File: config.mk
export PLATFORM = sky130hd
export DESIGN_NAME = serial_adder_flat
export DESIGN_NICKNAME = d
export VERILOG_FILES = /design/src/rtl/serial_arith_pkg.sv /design/src/rtl/serial_adder_if.sv /design/src/rtl/serial_adder_digit_adder.sv /design/src/rtl/serial_adder.sv /design/src/flat_wrapper.sv
export SDC_FILE = /design/constraint.sdc
export NUM_CORES = 1
export LEC_CHECK = 0
export ABC_CLOCK_PERIOD_IN_PS = 3200
export BUFFER_PORTS_ARGS = -buffer_cell sky130_fd_sc_hd__buf_4
export CORE_MARGIN = 2
export CORE_UTILIZATION = 58
export DETAILED_ROUTE_END_ITERATION = 8
export PLACE_DENSITY_LB_ADDON = 0.1
export SYNTH_ARGS = -nofsm -noshare
export SYNTH_HDL_FRONTEND = slang
export SYNTH_SLANG_ARGS = --single-unit
File: constraint.sdc
create_clock -name clk -period 3.2 [get_ports clk]
set_input_delay 0.16 -clock clk [delete_from_list [all_inputs] [get_ports clk]]
set_output_delay 0.16 -clock clk [all_outputs]
set_load 0.02 [all_outputs]
File: src/rtl/serial_arith_pkg.sv
// Shared types and helpers for the digit-serial adder: FSM state encoding
// and a constant-evaluable ceiling log2.
package serial_arith_pkg;

  // 2'd3 is unused; the FSM treats it as IDLE on the next edge.
  typedef enum logic [1:0] {
    IDLE = 2'd0,
    RUN  = 2'd1,
    DONE = 2'd2
  } state_e;

  function automatic int clog2(input int n);
    int r;
    r = 0;
    while ((1 << r) < n) begin
      r = r + 1;
    end
    return r;
  endfunction

endpackage

File: src/rtl/serial_adder_if.sv
// Operand/result bundle between a requester (master) and the serial adder (slave).
interface serial_adder_if #(
  parameter int WIDTH = 8
);

  // Handshake: start is sampled only while done=1 or the adder is idle
  // (busy=0); the edge that samples it high captures a/b/cin. busy is high
  // for the whole RUN phase and start is ignored there. done is a one-cycle
  // pulse; sum/cout/overflow are valid from done until the next accept.
  logic             start;
  logic [WIDTH-1:0] a;
  logic [WIDTH-1:0] b;
  logic             cin;
  logic [WIDTH-1:0] sum;
  logic             cout;
  logic             overflow;
  logic             busy;
  logic             done;

  modport master (
    output start, a, b, cin,
    input  sum, cout, overflow, busy, done
  );

  modport slave (
    input  start, a, b, cin,
    output sum, cout, overflow, busy, done
  );

endinterface

File: src/rtl/serial_adder_digit_adder.sv
// DIGIT-bit ripple-carry adder built from full-adder cells; also exposes the
// carry into its top bit so the caller can form signed overflow.
module digit_adder #(
  parameter int DIGIT = 1
) (
  input  logic [DIGIT-1:0] x,
  input  logic [DIGIT-1:0] y,
  input  logic             ci,
  output logic [DIGIT-1:0] s,
  output logic             co,
  output logic             c_msb
);

  logic [DIGIT:0] c;

  assign c[0] = ci;

  for (genvar i = 0; i < DIGIT; i++) begin : g_fa
    assign s[i]   = x[i] ^ y[i] ^ c[i];
    assign c[i+1] = (x[i] & y[i]) | (x[i] & c[i]) | (y[i] & c[i]);
  end

  assign co    = c[DIGIT];
  assign c_msb = c[DIGIT-1];

endmodule

File: src/rtl/serial_adder.sv
// Digit-serial adder: one DIGIT-bit adder reused over WIDTH/DIGIT cycles,
// LSB digit first, with start/busy/done handshake, carry-out and overflow.
module serial_adder
  import serial_arith_pkg::*;
#(
  parameter int WIDTH = 8,
  parameter int DIGIT = 1
) (
  input  logic             clk,
  input  logic             rst,
  serial_adder_if.slave    bus,
  output state_e           dbg_state_o
);

  localparam int NDIG = WIDTH / DIGIT;
  localparam int CW   = (clog2(NDIG) < 1) ? 1 : clog2(NDIG);

  if (WIDTH < 1 || DIGIT < 1 || (WIDTH % DIGIT) != 0) begin : g_bad_params
    $error("serial_adder: DIGIT must be >= 1 and divide WIDTH exactly");
  end

  state_e           state_q, state_d;
  logic [WIDTH-1:0] a_q, a_d;
  logic [WIDTH-1:0] b_q, b_d;
  logic [WIDTH-1:0] sum_q, sum_d;
  logic             carry_q, carry_d;
  logic             cout_q, cout_d;
  logic             ovf_q, ovf_d;
  logic [CW-1:0]    cnt_q, cnt_d;
  logic             accept;

  logic [DIGIT-1:0] dig_s;
  logic             dig_co;
  logic             dig_c_msb;
  logic [WIDTH-1:0] sum_shift;
  logic             last_digit;

  digit_adder #(
    .DIGIT (DIGIT)
  ) u_digit_adder (
    .x     (a_q[DIGIT-1:0]),
    .y     (b_q[DIGIT-1:0]),
    .ci    (carry_q),
    .s     (dig_s),
    .co    (dig_co),
    .c_msb (dig_c_msb)
  );

  // New digits enter at the top so the first (LSB) digit lands at bit 0.
  if (NDIG == 1) begin : g_single
    assign sum_shift = dig_s;
  end else begin : g_multi
    assign sum_shift = {dig_s, sum_q[WIDTH-1:DIGIT]};
  end

  assign last_digit = (cnt_q == CW'(NDIG - 1));

  always_comb begin
    state_d = state_q;
    a_d     = a_q;
    b_d     = b_q;
    sum_d   = sum_q;
    carry_d = carry_q;
    cout_d  = cout_q;
    ovf_d   = ovf_q;
    cnt_d   = cnt_q;
    accept  = 1'b0;

    case (state_q)
      IDLE: begin
        if (bus.start) begin
          accept = 1'b1;
        end
      end
      RUN: begin
        a_d     = a_q >> DIGIT;
        b_d     = b_q >> DIGIT;
        sum_d   = sum_shift;
        carry_d = dig_co;
        cnt_d   = cnt_q + CW'(1);
        if (last_digit) begin
          cout_d  = dig_co;
          ovf_d   = dig_c_msb ^ dig_co;
          state_d = DONE;
        end
      end
      DONE: begin
        state_d = IDLE;
        if (bus.start) begin
          accept = 1'b1;
        end
      end
      default: begin
        state_d = IDLE;
      end
    endcase

    if (accept) begin
      state_d = RUN;
      a_d     = bus.a;
      b_d     = bus.b;
      carry_d = bus.cin;
      cnt_d   = '0;
      sum_d   = '0;
    end
  end

  always_ff @(posedge clk or posedge rst) begin
    if (rst) begin
      state_q <= IDLE;
      a_q     <= '0;
      b_q     <= '0;
      sum_q   <= '0;
      carry_q <= 1'b0;
      cout_q  <= 1'b0;
      ovf_q   <= 1'b0;
      cnt_q   <= '0;
    end else begin
      state_q <= state_d;
      a_q     <= a_d;
      b_q     <= b_d;
      sum_q   <= sum_d;
      carry_q <= carry_d;
      cout_q  <= cout_d;
      ovf_q   <= ovf_d;
      cnt_q   <= cnt_d;
    end
  end

  assign bus.sum      = sum_q;
  assign bus.cout     = cout_q;
  assign bus.overflow = ovf_q;
  assign bus.busy     = (state_q == RUN);
  assign bus.done     = (state_q == DONE);
  assign dbg_state_o  = state_q;

endmodule
File: src/flat_wrapper.sv
// flat-port wrapper written by rule: the top's interface ports become plain ports
module serial_adder_flat import serial_arith_pkg::*;
#(
  parameter int WIDTH = 8,
  parameter int DIGIT = 1
)
  (clk, rst, dbg_state_o, bus_start, bus_a, bus_b, bus_cin, bus_sum, bus_cout, bus_overflow, bus_busy, bus_done);
  serial_adder_if #(.WIDTH(WIDTH)) bus_i ();
  input  logic clk;
  input  logic rst;
  output state_e dbg_state_o;
  input wire logic [$bits(bus_i.start)-1:0] bus_start;
  input wire logic [$bits(bus_i.a)-1:0] bus_a;
  input wire logic [$bits(bus_i.b)-1:0] bus_b;
  input wire logic [$bits(bus_i.cin)-1:0] bus_cin;
  output wire logic [$bits(bus_i.sum)-1:0] bus_sum;
  output wire logic [$bits(bus_i.cout)-1:0] bus_cout;
  output wire logic [$bits(bus_i.overflow)-1:0] bus_overflow;
  output wire logic [$bits(bus_i.busy)-1:0] bus_busy;
  output wire logic [$bits(bus_i.done)-1:0] bus_done;
  assign bus_i.start = bus_start;
  assign bus_i.a = bus_a;
  assign bus_i.b = bus_b;
  assign bus_i.cin = bus_cin;
  assign bus_sum = bus_i.sum;
  assign bus_cout = bus_i.cout;
  assign bus_overflow = bus_i.overflow;
  assign bus_busy = bus_i.busy;
  assign bus_done = bus_i.done;
  serial_adder #(.WIDTH(WIDTH), .DIGIT(DIGIT)) u_core (.clk(clk), .rst(rst), .bus(bus_i), .dbg_state_o(dbg_state_o));
endmodule
==> metrics.yaml <==
wl_per_cell_um: 13.8
fin_ws_ps: 1070
grt_first_pass_wirelength_mm: 5.14
leakage_nw: 0.927
cts_buffer_depth: 2
tritoncts.num_buffers: 5
design_area_um2: 2040
cap_violations: 0
critPathLaunchType: "register"
hold_path_class: "input pin to register"
rows: 19
cts_tree: "yes"
finalSetupViolations: 0
initial_core_util_pct: 62.2
grt_max_degree: 49
slew_viol_final: 0
ant_nets: 0
fin_crit_sh_pct: 66.7
status: "complete, but fails checks"
max_slew_margin_pct: 13.3
ys_warn_count: 0
placed_area_um2: 1930
io_pins: 34
min_period_ps: 2130
timing_worst_setup_path_type: "register to output port"
syn-cell-area_um2: 1740
place_inst: 210
cts-root-buf: "clkbuf_4"
die_w_um: 58.8
crit_family: "flip-flops"
die_h_um: 58.8
ys_types: 24
synth_area_leaders: "dfrtp_1 46%, mux2i_1 8.6%, a211oi_1 6.5%"
rsz0062_at_grt: "false"
grt.total_usage_pct: 19.9
violations: "design-rule violations"
pre_cts_ws_ps: 1290
fmax_mhz: 469
synth-seq-area-share_pct: 45.9
hold_viol: 0
numClockSinks: 32
final_cell_count_no_fill: 219
synth-edff-count: 0
synthCells: 157
required_ps: 3040
ctsHtreeMaxLevel: 2
grt_pass1_vias: 1154
synth_ff_type: "dfrtp_1"
viasPerCell: 5.53
drtPass1Iterations: 6
antenna_found_initial: 0
gp_congestion: 0.664
nets: 210
crit_buf_inv: 1
clkTransAtPathRegs_ps: 100
fin_util_pct: 72.7
avgSynthCellArea_um2: 11.1
area_growth_syn_to_layout_pct: 16.9
synth_nets: 180
drtIter0Drc: 44
synth_top_area_cell: "dfrtp_1"
dr_total_vias: 1211
post_cts_buffers: 0
die_area_um2: 3460
drc_errors: 2
yosys-top-cells-count: "32 x dfrtp_1, 16 x a21oi_1, 16 x nor2b_1"
numPortBuffers: 33
finalClockSkew_ps: 6.91
critPathSlowestCell: "dfrtp_1"
crit_chain: "nor2b_4 > buf_4"
worst_slew_pin_slew_ps: 1300
slowest_delay_ps: 1220
drt-total-wl_mm: 3.02
grt_remaining_overflow: 0
power.density_nw_per_um2: 965
synth-seq-cells: 32
ir_worst_vdd_mv: 0.562
yosysMostFrequentCell: "dfrtp_1"
fp.coreArea_um2: 2810
finalPower_mw: 1.97
diodes: 0
end_kind: "output port"
critPathArrivalTime_ps: 1970
whs_ps: 52.7
fin_setup_tns_ps: 0
crit_fanout: 28
clk_latency_ps: 340
synthDominantCellAreaShare_pct: 45.9
drive_gt1_share_pct: 28.2
synth-async-reset-ratio_pct: 100
hpwl_mm: 1.93
## cells by family (layout without fill, tap and decap cells)
group	after synthesis	after routing	synth area share, %
adders and majority gates	3	3	2.58
muxes	21	21	12.9
xor gates and xnor gates	1	1	0.502
AOI/OAI and AO/OA	46	46	17.0
DFF	32	32	45.9
and+or+nand+nor	35	35	13.3
buffers and inverters	19	50	7.75
## what timing repair did
item                      4_1_cts  5_1_grt
hold buffers                    1        0
gates resized for setup         0        0
hold endpoints to repair       32        0
## layout make-up
class                   count  area [um^2]
clock buffers               7         65.1
clock inverters             1         30.0
fillers                   206          767
inverters                   6         22.5
multi-input cells         106          808
flip-flops and latches     32          801
well taps                  31         38.8
repair buffers             36          273
## layout by cell type (no fill, tap or decap), types with 2 or more instances in the layout
| cell | count |
|---|---|
| a211oi_1 | 15 |
| a21oi_1 | 16 |
| a22o_1 | 7 |
| buf_4 | 35 |
| clkbuf_4 | 5 |
| clkbuf_8 | 2 |
| dfrtp_1 | 32 |
| ha_1 | 2 |
| inv_1 | 6 |
| mux2_2 | 4 |
| mux2_4 | 2 |
| mux2i_1 | 15 |
| nand2_1 | 5 |
| nand2b_1 | 6 |
| nand3_1 | 2 |
| nor2_1 | 2 |
| nor2b_1 | 16 |
| nor2b_4 | 2 |
| o21ai_0 | 7 |
## sequential cells by signal, summed over array words and instances (netlist names)
signal / cells
u_core.a_q: 8
u_core.b_q: 8
u_core.bus.sum: 8
u_core.cnt_q: 3
u_core.dbg_state_o: 2
u_core.bus.cout: 1
u_core.bus.overflow: 1
u_core.carry_q: 1
## final timing paths
path	startpoint	slack [ps]	cells after the start	to
max	u_core.dbg_state_o[1]	1070	2	bus_busy
max reg2reg	u_core.dbg_state_o[1]	1270	2	u_core.cnt_q[2]
max in group asynchronous	rst	2460	4	u_core.bus.sum[3]
min reg2reg	u_core.bus.overflow	500	2	u_core.bus.overflow
min in group asynchronous	rst	450	4	u_core.b_q[1]
min	bus_b[7]	50	2	u_core.b_q[7]
## per-layer routing
layer	vias to the layer above	routed length (um)	GRT usage, %
li1	609	-	-
met1	571	1440	25.7
met2	25	1380	30.3
met3	6	149	7.69
met4	0	49	7.47
met5	-	0	0
## worst register-to-register path: stages (launching register included)
cell	delay (ps)
dfrtp_1	1220
mux2_2	440
a22o_1	180
## report_power, final
group          leakage (nW)  switching [mW]  internal, mW  total [mW]
registers             0.391           0.160         0.592       0.752
logic                 0.484           0.423         0.442       0.865
clock network        0.0515           0.143         0.207       0.351
(Power assumes the default switching activity.)
